**config.mk**
```make
export PLATFORM = sky130hd
export DESIGN_NAME = cnn_pixel_fetch
export DESIGN_NICKNAME = d
export VERILOG_FILES = /design/src/rtl/cnn_pkg.sv /design/src/rtl/cnn_word_unpack.sv /design/src/rtl/cnn_pixel_fetch.sv
export SDC_FILE = /design/constraint.sdc
export NUM_CORES = 1
export LEC_CHECK = 0
export CAP_MARGIN = 40
export CORE_MARGIN = 2
export CORE_UTILIZATION = 40
export DETAILED_ROUTE_END_ITERATION = 16
export PLACE_DENSITY = 0.76
export SLEW_MARGIN = 20
export SYNTH_ARGS = -nofsm -noshare
export SYNTH_HDL_FRONTEND = slang
export SYNTH_SLANG_ARGS = --single-unit
```
**constraint.sdc**
```tcl
create_clock -name clk_i -period 3.07 [get_ports clk_i]
set_input_delay 0.4605 -clock clk_i [delete_from_list [all_inputs] [get_ports clk_i]]
set_output_delay 0.4605 -clock clk_i [all_outputs]
set_load 0.02 [all_outputs]
```
**src/rtl/cnn_pkg.sv**
```systemverilog
// -----------------------------------------------------------------------------
// cnn_pkg
// Shared definitions for the CNN pixel fetch path:
//   - default image dimensions
//   - fetch FSM state encoding
//   - OBI manager configuration and the request/response struct types
//     (32-bit address and data, single-bit transaction id)
// -----------------------------------------------------------------------------
package cnn_pkg;

    localparam int unsigned DefaultImgW = 28;
    localparam int unsigned DefaultImgH = 28;

    typedef enum logic [1:0] {
        ST_IDLE   = 2'd0,
        ST_REQ    = 2'd1,
        ST_WAIT   = 2'd2,
        ST_STREAM = 2'd3
    } fetch_state_e;

    typedef struct packed {
        int unsigned AddrWidth;
        int unsigned DataWidth;
        int unsigned IdWidth;
    } obi_cfg_t;

    localparam obi_cfg_t ObiDefaultConfig = '{AddrWidth: 32, DataWidth: 32, IdWidth: 1};

    // OBI address channel (manager -> subordinate)
    typedef struct packed {
        logic [31:0] addr;
        logic        we;
        logic [3:0]  be;
        logic [31:0] wdata;
        logic [0:0]  aid;
    } obi_a_chan_t;

    typedef struct packed {
        logic        req;
        obi_a_chan_t a;
    } obi_req_t;

    // OBI response channel (subordinate -> manager)
    typedef struct packed {
        logic [31:0] rdata;
        logic [0:0]  rid;
        logic        err;
    } obi_r_chan_t;

    typedef struct packed {
        logic        gnt;
        logic        rvalid;
        obi_r_chan_t r;
    } obi_rsp_t;

    // Counter width that never collapses to zero bits.
    function automatic int unsigned clog2_min1(input int unsigned v);
        return (v <= 1) ? 1 : $clog2(v);
    endfunction

endpackage

```
**src/rtl/cnn_word_unpack.sv**
```systemverilog
// -----------------------------------------------------------------------------
// cnn_word_unpack
// Holds one 32-bit memory word and streams it out as DATA_WIDTH-bit pixels,
// lowest lane first, under a valid/ready handshake.
// Ports:
//   clk_i, rst_ni        clock, asynchronous active-low reset
//   i_load               capture i_word and start streaming i_count lanes
//   i_word               word to unpack
//   i_count              number of lanes to emit from this word (1..LANES)
//   pixel_o              current pixel
//   pixel_valid_o        pixel_o is valid
//   pixel_ready_i        downstream accepts pixel_o this cycle
//   o_word_done          pulses with the transfer of the word's final pixel
// -----------------------------------------------------------------------------
module cnn_word_unpack #(
    parameter int unsigned DATA_WIDTH = 8,
    parameter int unsigned LANES      = 32 / DATA_WIDTH,
    parameter int unsigned CNT_W      = $clog2(LANES + 1)
) (
    input  logic                  clk_i,
    input  logic                  rst_ni,
    input  logic                  i_load,
    input  logic [31:0]           i_word,
    input  logic [CNT_W-1:0]      i_count,
    output logic [DATA_WIDTH-1:0] pixel_o,
    output logic                  pixel_valid_o,
    input  logic                  pixel_ready_i,
    output logic                  o_word_done
);

    localparam int unsigned IDX_W = (LANES > 1) ? $clog2(LANES) : 1;

    logic [31:0]           r_word;
    logic [IDX_W-1:0]      r_idx;
    logic [CNT_W-1:0]      r_count;
    logic                  r_valid;

    logic [DATA_WIDTH-1:0] w_lane [LANES];
    logic                  w_xfer;
    logic                  w_last_lane;

    // Little-endian lane split: lane 0 is the least significant slice.
    generate
        for (genvar gi = 0; gi < LANES; gi++) begin : g_lane
            assign w_lane[gi] = r_word[gi*DATA_WIDTH +: DATA_WIDTH];
        end
    endgenerate

    assign pixel_o       = w_lane[r_idx];
    assign pixel_valid_o = r_valid;
    assign w_xfer        = r_valid & pixel_ready_i;
    assign w_last_lane   = ((CNT_W'(r_idx) + CNT_W'(1)) == r_count);
    assign o_word_done   = w_xfer & w_last_lane;

    // Word and index only move on load or on an accepted transfer, so the
    // presented pixel holds steady through any stall.
    always_ff @(posedge clk_i or negedge rst_ni) begin
        if (!rst_ni) begin
            r_word  <= '0;
            r_idx   <= '0;
            r_count <= '0;
            r_valid <= 1'b0;
        end else if (i_load) begin
            r_word  <= i_word;
            r_idx   <= '0;
            r_count <= i_count;
            r_valid <= 1'b1;
        end else if (w_xfer) begin
            if (w_last_lane) begin
                r_valid <= 1'b0;
            end else begin
                r_idx <= r_idx + IDX_W'(1);
            end
        end
    end

endmodule

```
**src/rtl/cnn_pixel_fetch.sv**
```systemverilog
// -----------------------------------------------------------------------------
// cnn_pixel_fetch
// Fetches one IMG_W x IMG_H frame from memory over an OBI manager port, one
// 32-bit word at a time, and streams it byte by byte to the line buffer.
// Ports:
//   clk_i, rst_ni     clock, asynchronous active-low reset
//   start_i           one-cycle start pulse (ignored unless idle)
//   base_addr_i       byte address of the first pixel (must be word aligned)
//   mgr_obi_req_o     OBI read requests
//   mgr_obi_rsp_i     OBI grants and read responses
//   pixel_o           streamed pixel
//   pixel_valid_o     pixel_o valid
//   pixel_ready_i     downstream accepts pixel
//   busy_o            frame fetch in progress
//   done_o            one-cycle pulse at frame end (normal or error)
//   err_o             sticky error (misaligned base or bus error)
// -----------------------------------------------------------------------------
module cnn_pixel_fetch
    import cnn_pkg::*;
#(
    parameter int unsigned DATA_WIDTH = 8,
    parameter int unsigned IMG_W      = DefaultImgW,
    parameter int unsigned IMG_H      = DefaultImgH,
    parameter obi_cfg_t    ObiCfg     = ObiDefaultConfig
) (
    input  logic                  clk_i,
    input  logic                  rst_ni,
    input  logic                  start_i,
    input  logic [31:0]           base_addr_i,
    output obi_req_t              mgr_obi_req_o,
    input  obi_rsp_t              mgr_obi_rsp_i,
    output logic [DATA_WIDTH-1:0] pixel_o,
    output logic                  pixel_valid_o,
    input  logic                  pixel_ready_i,
    output logic                  busy_o,
    output logic                  done_o,
    output logic                  err_o
);

    localparam int unsigned PIX_TOTAL  = IMG_W * IMG_H;
    localparam int unsigned LANES      = 32 / DATA_WIDTH;
    localparam int unsigned NUM_WORDS  = (PIX_TOTAL + LANES - 1) / LANES;
    localparam int unsigned PIX_CNT_W  = $clog2(PIX_TOTAL + 1);
    localparam int unsigned WORD_CNT_W = clog2_min1(NUM_WORDS);
    localparam int unsigned LANE_CNT_W = $clog2(LANES + 1);
    localparam int unsigned ADDR_W     = ObiCfg.AddrWidth;

    fetch_state_e          r_state;
    logic [31:0]           r_base;
    logic [WORD_CNT_W-1:0] r_word_cnt;
    logic [PIX_CNT_W-1:0]  r_pix_cnt;
    logic                  r_done;
    logic                  r_err;

    logic [ADDR_W-1:0]     w_addr;
    logic [PIX_CNT_W-1:0]  w_pix_left;
    logic [LANE_CNT_W-1:0] w_lane_cnt;
    logic                  w_load;
    logic                  w_xfer;
    logic                  w_word_done;
    logic                  w_last_word;
    logic                  w_unused_rsp;

    // Address wraps naturally at the top of the address space.
    assign w_addr      = ADDR_W'(r_base) + (ADDR_W'(r_word_cnt) << 2);

    // The last word of a frame may carry fewer than LANES live pixels.
    assign w_pix_left  = PIX_CNT_W'(PIX_TOTAL) - r_pix_cnt;
    assign w_lane_cnt  = (w_pix_left >= PIX_CNT_W'(LANES)) ? LANE_CNT_W'(LANES)
                                                           : LANE_CNT_W'(w_pix_left);

    // Responses are only meaningful while waiting; a stray rvalid seen in any
    // other state (e.g. left over from before a reset) is dropped.
    assign w_load      = (r_state == ST_WAIT) & mgr_obi_rsp_i.rvalid & ~mgr_obi_rsp_i.r.err;
    assign w_xfer      = pixel_valid_o & pixel_ready_i;
    assign w_last_word = (r_word_cnt == WORD_CNT_W'(NUM_WORDS - 1));

    assign w_unused_rsp = mgr_obi_rsp_i.r.rid[0];

    always_comb begin
        mgr_obi_req_o        = '0;
        mgr_obi_req_o.req    = (r_state == ST_REQ);
        mgr_obi_req_o.a.addr = 32'(w_addr);
        mgr_obi_req_o.a.we   = 1'b0;
        mgr_obi_req_o.a.be   = 4'hF;
    end

    assign busy_o = (r_state != ST_IDLE);
    assign done_o = r_done;
    assign err_o  = r_err;

    always_ff @(posedge clk_i or negedge rst_ni) begin
        if (!rst_ni) begin
            r_state    <= ST_IDLE;
            r_base     <= '0;
            r_word_cnt <= '0;
            r_pix_cnt  <= '0;
            r_done     <= 1'b0;
            r_err      <= 1'b0;
        end else begin
            r_done <= 1'b0;
            case (r_state)
                ST_IDLE: begin
                    if (start_i) begin
                        if (base_addr_i[1:0] == 2'b00) begin
                            r_base     <= base_addr_i;
                            r_err      <= 1'b0;
                            r_word_cnt <= '0;
                            r_pix_cnt  <= '0;
                            r_state    <= ST_REQ;
                        end else begin
                            r_err  <= 1'b1;
                            r_done <= 1'b1;
                        end
                    end
                end
                ST_REQ: begin
                    if (mgr_obi_rsp_i.gnt) begin
                        r_state <= ST_WAIT;
                    end
                end
                ST_WAIT: begin
                    if (mgr_obi_rsp_i.rvalid) begin
                        if (mgr_obi_rsp_i.r.err) begin
                            r_err   <= 1'b1;
                            r_done  <= 1'b1;
                            r_state <= ST_IDLE;
                        end else begin
                            r_state <= ST_STREAM;
                        end
                    end
                end
                ST_STREAM: begin
                    if (w_xfer) begin
                        r_pix_cnt <= r_pix_cnt + PIX_CNT_W'(1);
                    end
                    if (w_word_done) begin
                        if (w_last_word) begin
                            r_done  <= 1'b1;
                            r_state <= ST_IDLE;
                        end else begin
                            r_word_cnt <= r_word_cnt + WORD_CNT_W'(1);
                            r_state    <= ST_REQ;
                        end
                    end
                end
                default: r_state <= ST_IDLE;
            endcase
        end
    end

    cnn_word_unpack #(
        .DATA_WIDTH (DATA_WIDTH),
        .LANES      (LANES),
        .CNT_W      (LANE_CNT_W)
    ) u_unpack (
        .clk_i         (clk_i),
        .rst_ni        (rst_ni),
        .i_load        (w_load),
        .i_word        (mgr_obi_rsp_i.r.rdata),
        .i_count       (w_lane_cnt),
        .pixel_o       (pixel_o),
        .pixel_valid_o (pixel_valid_o),
        .pixel_ready_i (pixel_ready_i),
        .o_word_done   (w_word_done)
    );

endmodule

```
==> impl_metrics.tcl, run 1 <==
set metrics [dict create \
    status "completed" \
    setup.worst_path.end_class "output pin" \
    vias 3967 \
    grt_pass1_vias 4048 \
    numPortBuffers 115 \
    final_common_cell "nand2_1" \
    nets 721 \
    grt_overflow 0 \
    worst-r2r-cell-count 7 \
    critical_path_arrival_ps 2550 \
    cts_sinks 92 \
    fmax_ghz 0.3326 \
    irDropWorstVdd_mv 0.5179 \
    wirelength_um 11810 \
    netSwitchingPower_mw 2.251 \
    final_cell_mix "nand2_1, dfrtp_1, clkdlybuf4s50_1, conb_1, mux2_2" \
    startpoint_type "register" \
    ys_seq_area_frac 0.4462 \
    place_congestion 0.8468 \
    root_buffer "clkbuf_16" \
    grt_setup_unrepaired "true" \
    grt_start_max_net_pins 62 \
    tightestPinTransition_ps 569.7 \
    hold_path_class "in2async" \
    drt_first_pass_iters 4 \
    clkSlewWorstSetupHoldPaths_ps 70 \
    fp.dieW_um 117.6 \
    rows 41 \
    crit_path_max_incr_delay_ps 390 \
    p_sw_frac 0.3842 \
    p_comb_frac 0.459 \
    tritoncts "yes" \
    ff2ff_setup_slack_ps 520 \
    whs_ps 487.8 \
    htreeDepth 3 \
    grt_use_total 0.1753 \
    skew_ps 9.641 \
    synth_cells 506 \
    die_h_um 117.6 \
    worstSetupPathType "reg2out" \
    period_needed_ps 3007 \
    dr.first_iter.drc_count 244 \
    num_io_pins 155 \
    place_area_sq_um 6390 \
    worstPathCellList "ha_2 -> inv_2 -> fa_2 -> nand2b_4 -> a21oi_2 -> a211oi_2 -> o21ai_2 -> buf_6 -> and3_4 -> xor2_1 -> buf_4" \
    core-area_sq_um 12620 \
    antenna_left 0 \
    setup_viol 0 \
    syn_to_final_growth_pct 30.29 \
    final.setup.tns_ps 0 \
    post-route-period-util 0.9795 \
    die_area_sq_um 13820 \
    slowest_stage "fa_2" \
    antenna_found_initial 0 \
    synth-edff-count 0 \
    p_leak_nw 3.098 \
    ys.warnings.count 0 \
    drive_gt1_frac 0.1745 \
    maxSlewViolCount 0 \
    grt_pass1_wl_um 19820 \
    ys_ff_latch 92 \
    p_clk_frac 0.178 \
    powerDensity_nw_per_um2 871.4 \
    initial_utilization 0.4089 \
    intPower_mw 3.607 \
    synth_cell_types 46 \
    cts_buffers 9 \
    avgSynthCellArea_sq_um 10.20 \
    dpl.hpwl_um 8470 \
    routedWlPerCell_um 14.62 \
    required_ps 2610 \
    max_slew_margin 0.6202 \
    stdcell_area_sq_um 6723 \
    synth_flop_cell "dfrtp_1" \
    antenna_cells 0 \
    maxCapViolCount 0 \
    synthArstFlopShare 1.000 \
    post_drt_via_cell_ratio 4.910 \
    drc 0 \
    syn_area_sq_um 5160 \
    worstSkewPairLatency_ps 340 \
    clockBufferDepth 2 \
    seq_power_share 0.363 \
    path_max_fanout 6 \
    hold_viol 0 \
]
==> state kept, by name, indices dropped and copies added (netlist names) <==
signal and cells:
r_base 32, u_unpack.r_word 32, r_pix_cnt 10, r_word_cnt 8
u_unpack.r_count 3, r_state 2, u_unpack.r_idx 2, done_o 1
err_o 1, u_unpack.pixel_valid_o 1
==> layer usage <==
layer | global-route usage | vias to the layer above | share of wire
li1 | - | 1893 | -
met1 | 0.2096 | 1898 | 0.41
met4 | 0.05497 | 0 | 0.016
met3 | 0.06928 | 16 | 0.099
met5 | 0 | - | 0
met2 | 0.2909 | 160 | 0.48
==> cells in the mapped netlist, types with 3 or more instances <==
cell type | instances | share of area
nand2b_1 | 4 | 0.0048
xor2_1 | 20 | 0.034
xnor2_1 | 26 | 0.044
ha_1 | 13 | 0.032
and4_1 | 3 | 0.0051
and3_1 | 15 | 0.018
a22o_1 | 3 | 0.0051
nand4_1 | 11 | 0.013
clkbuf_1 | 5 | 0.0036
mux4_1 | 4 | 0.020
inv_1 | 7 | 0.0051
a21oi_1 | 11 | 0.011
buf_2 | 5 | 0.0048
mux4_2 | 4 | 0.017
nor2_1 | 28 | 0.020
nand3_1 | 23 | 0.022
buf_6 | 5 | 0.011
and2_1 | 5 | 0.0061
mux2_2 | 33 | 0.072
nand2_1 | 106 | 0.077
dfrtp_1 | 92 | 0.45
buf_4 | 43 | 0.063
o21ai_0 | 11 | 0.011
==> cell type report <==
class / instances / area, sq um
repair buffers: 140 / 1313
well taps: 172 / 215.2
clock inverters: 3 / 42.54
fillers: 1125 / 5897
clock buffers: 9 / 225.2
inverters: 7 / 26.28
multi-input cells: 385 / 2599
flip-flops and latches: 92 / 2302
==> metrics by stage <==
| step | total power [mW] | utilization | setup slack (ps) | std cells |
|---|---|---|---|---|
| 3_5_place_dp | 4.921 | 0.5063 | -75.25 | 789 |
| 5_1_grt | 6.264 | 0.5327 | -73.53 | 808 |
| 3_3_place_gp | 4.811 | 0.5063 | -41.37 | 789 |
| 2_1_floorplan | 3.827 | - | 336.1 | 542 |
| 6_report | 5.858 | 0.5327 | 63.06 | 808 |
| 4_1_cts | 5.873 | 0.5268 | 2.604 | 804 |
==> cells by family after synthesis <==
kind of cell | after synthesis | synth area share
xor+xnor | 46 | 0.07808
other cells | 2 | 0.001455
simple gates | 205 | 0.1848
buf+inv | 65 | 0.08705
compound gates | 39 | 0.05335
fa+ha+maj | 14 | 0.03540
mux | 43 | 0.1137
flops | 92 | 0.4462
==> worst paths after layout <==
| kind | startpoint | endpoint |
|---|---|---|
| max in group asynchronous | rst_ni | r_pix_cnt[9]$_DFFE_PN0P_ |
| worst min-delay path | rst_ni | r_base[14]$_DFFE_PN0P_ |
| worst max register to register | u_unpack.r_idx[0]$_DFFE_PN0P_ | r_base[3]$_DFFE_PN0P_ |
| min in group clk_i | r_base[2]$_DFFE_PN0P_ | r_base[2]$_DFFE_PN0P_ |
| worst min register to register | r_base[2]$_DFFE_PN0P_ | r_base[2]$_DFFE_PN0P_ |
| worst max-delay path | r_word_cnt[0]$_DFFE_PN0P_ | mgr_obi_req_o[52] |
==> power by group through the flow <==
stage          combinational (mW)  clock [mW]  sequential, mW
4_1_cts                      2.67        1.08            2.12
2_1_floorplan                1.85           0            1.98
5_1_grt                      2.92        1.14            2.21
3_3_place_gp                 2.71           0            2.10
3_5_place_dp                 2.78           0            2.14
6_report                     2.69        1.04            2.13
==> worst max-delay path, delay by kind of cell (launching register included) <==
kind | cells | cell delay [ps]
DFF | 1 | 360
and+or+nand+nor | 2 | 350
AOI/OAI and AO/OA | 3 | 420
adders and majority gates | 2 | 580
buffers and inverters | 3 | 340
xor gates and xnor gates | 1 | 140
==> what timing repair did <==
action / 4_1_cts / 5_1_grt
hold buffers: 0 / 1
cloned: 1 / 0
endpoints found under the hold margin: 0 / 7
buffers inserted: 2 / 3
pin swaps: 2 / 5
endpoints found under the setup margin: 24 / 20
resized for setup: 72 / 32
No activity file was read; power rests on OpenSTA's default activity.
==> run 2, diff against run 1 <==
--- a/config.mk
+++ b/config.mk
@@ -10,6 +10,7 @@
 export CORE_UTILIZATION = 40
 export DETAILED_ROUTE_END_ITERATION = 16
 export PLACE_DENSITY = 0.76
+export REMOVE_ABC_BUFFERS = 1
 export SLEW_MARGIN = 20
 export SYNTH_ARGS = -nofsm -noshare
 export SYNTH_HDL_FRONTEND = slang
==> run 2 against run 1 <==
Compared with the run above:
- critical path depth is the same
- hold slack lost 290 ps
- utilization grew 0.92 points
- combinational power grew 3%
- cell count grew 0.25%
- register-to-register slack gained 30 ps
- sequential share of layout area shrank 0.58 points
- critical endpoint is now mgr_obi_req_o[60]
- non-clock buffer count shrank 2
- critical path type unchanged
- worst setup slack lost 43 ps
- sequential power is essentially flat
==> impl_metrics.tcl, run 2 (synthesis gave the netlist of run 1 again) <==
set metrics [dict create \
    status "completed" \
    ff2ff_setup_slack_ps 550 \
    initial_utilization 0.4089 \
    p_sw_frac 0.3812 \
    worstSetupPathType "reg2out" \
    irDropWorstVdd_mv 0.4889 \
    post_drt_via_cell_ratio 4.930 \
    grt_pass1_wl_um 19990 \
    largest_registers "r_base (32), u_unpack.r_word (32), r_pix_cnt (10)" \
    worstSkewPairLatency_ps 340 \
    numPortBuffers 115 \
    cts_buffers 9 \
    powerDensity_nw_per_um2 877.7 \
    drt_first_pass_iters 4 \
    num_io_pins 155 \
    syn_to_final_growth_pct 32.54 \
    maxCapViolCount 0 \
    routedWlPerCell_um 14.85 \
    p_clk_frac 0.185 \
    clockBufferDepth 2 \
    hold_viol 0 \
    antenna_found_initial 0 \
    post-route-period-util 0.9934 \
    setup.worst_path.end_class "output pin" \
    critical_path_arrival_ps 2590 \
    root_buffer "clkbuf_16" \
    drive_gt1_frac 0.1865 \
    period_needed_ps 3050 \
    fmax_ghz 0.3279 \
    grt_overflow 0 \
    p_leak_nw 3.131 \
    antenna_cells 0 \
    tightestPinTransition_ps 736.6 \
    vias 3993 \
    place_ws_ps -73.42 \
    fin_ws_ps 20.26 \
    grt_use_total 0.1780 \
    final_cell_mix "nand2_1, dfrtp_1, clkdlybuf4s50_1, conb_1, mux2_2" \
    whs_ps 196.3 \
    hold_path_class "in2async" \
    place_congestion 0.8741 \
    nets 720 \
    grt_pass1_vias 4079 \
    antenna_left 0 \
    maxSlewViolCount 0 \
    die_h_um 117.6 \
    seq_power_share 0.354 \
    skew_ps 8.173 \
    tritoncts "yes" \
    htreeDepth 3 \
    path_max_fanout 5 \
    dpl.hpwl_um 8646 \
    grt_setup_unrepaired "true" \
    fp.dieW_um 117.6 \
    netSwitchingPower_mw 2.288 \
    n_fill_cell 1137 \
    max_slew_margin 0.5090 \
    required_ps 2610 \
    drc 0 \
    p_comb_frac 0.461 \
    wirelength_um 12030 \
    core-area_sq_um 12620 \
    intPower_mw 3.714 \
    die_area_sq_um 13820 \
    setup_viol 0 \
    dr.first_iter.drc_count 273 \
    hold_buffers 0 \
    final_common_cell "nand2_1" \
    rows 41 \
    cts_sinks 92 \
    grt_start_max_net_pins 58 \
    startpoint_type "register" \
    clkSlewWorstSetupHoldPaths_ps 60 \
]
## run 2: critical path, cell delays in order (launching register included)
cell and delay [ps]:
dfrtp_1 360, ha_2 200, inv_2 40, fa_2 370, nand2b_4 160, a21oi_2 170
a211oi_2 70, o21ai_2 210, buf_4 190, and3_4 190, xor2_1 150, buf_4 160
## run 2: timing repair
item | CTS | global route
pin swaps | 2 | 7
gates resized for setup | 74 | 39
endpoints found under the setup margin | 24 | 20
buffers inserted | 3 | 1
cloned | 2 | 0
## run 2: area by class of cell
| type | count | area [sq um] | share of cell area |
|---|---|---|---|
| clock buffer | 11 | 252.7 | 0.03696 |
| multi-input combinational | 386 | 2683 | 0.3922 |
| sequential | 92 | 2302 | 0.3366 |
| timing repair buffer | 138 | 1311 | 0.1917 |
| tap | 172 | 215.2 | 0.03147 |
| clock inverter | 4 | 48.80 | 0.007135 |
| inverter | 7 | 26.28 | 0.003842 |
## run 2: routing by layer
metal,GRT usage,up-vias,share of wire
li1,-,1897,-
met1,0.2098,1921,0.41
met2,0.2986,155,0.49
met3,0.05766,20,0.080
met4,0.07605,0,0.019
met5,0,-,0
## run 2: power by group through the flow
stage / Combinational, mW / Clock (mW) / Sequential, mW
after floorplan: 1.66 / 0 / 2.03
final: 2.77 / 1.11 / 2.12
after global routing: 3.01 / 1.19 / 2.20
after global placement: 2.75 / 0 / 2.08
after CTS: 2.74 / 1.15 / 2.11
after detailed placement: 2.82 / 0 / 2.13
## run 2: final timing paths
path                            depth (start not counted)                         endpoint                          start
worst min-delay path                                    1  u_unpack.r_word[28]$_DFFE_PN0P_                         rst_ni
worst max register to register                          8           r_base[17]$_DFFE_PN0P_  u_unpack.r_idx[1]$_DFFE_PN0P_
worst max-delay path                                   11                mgr_obi_req_o[60]      r_word_cnt[0]$_DFFE_PN0P_
min in group clk_i                                      2            r_base[2]$_DFFE_PN0P_          r_base[2]$_DFFE_PN0P_
max in group asynchronous                               2            r_base[8]$_DFFE_PN0P_                         rst_ni
worst min register to register                          2            r_base[2]$_DFFE_PN0P_          r_base[2]$_DFFE_PN0P_
## run 2: metrics by stage
step / power (mW) / setup TNS (ps) / utilization / cells / instance area (sq um)
6_report: 6.002 / 0 / 0.5419 / 810 / 6839
5_1_grt: 6.399 / -180.8 / 0.5419 / 810 / 6839
4_1_cts: 6.002 / -111.7 / 0.5350 / 810 / 6751
3_5_place_dp: 4.956 / -501.7 / 0.5099 / 790 / 6435
3_3_place_gp: 4.836 / -175.2 / 0.5099 / 790 / 6435
2_1_floorplan: 3.695 / -62.40 / - / 484 / 4872
==> run 3, diff against run 2 <==
--- a/config.mk
+++ b/config.mk
@@ -9,6 +9,7 @@
 export CORE_MARGIN = 2
 export CORE_UTILIZATION = 40
 export DETAILED_ROUTE_END_ITERATION = 16
+export GPL_ROUTABILITY_DRIVEN = 0
 export PLACE_DENSITY = 0.76
 export REMOVE_ABC_BUFFERS = 1
 export SLEW_MARGIN = 20
==> results of run 3 <==
Same layout as run 2: the final DEF is identical, and so are final timing and power.
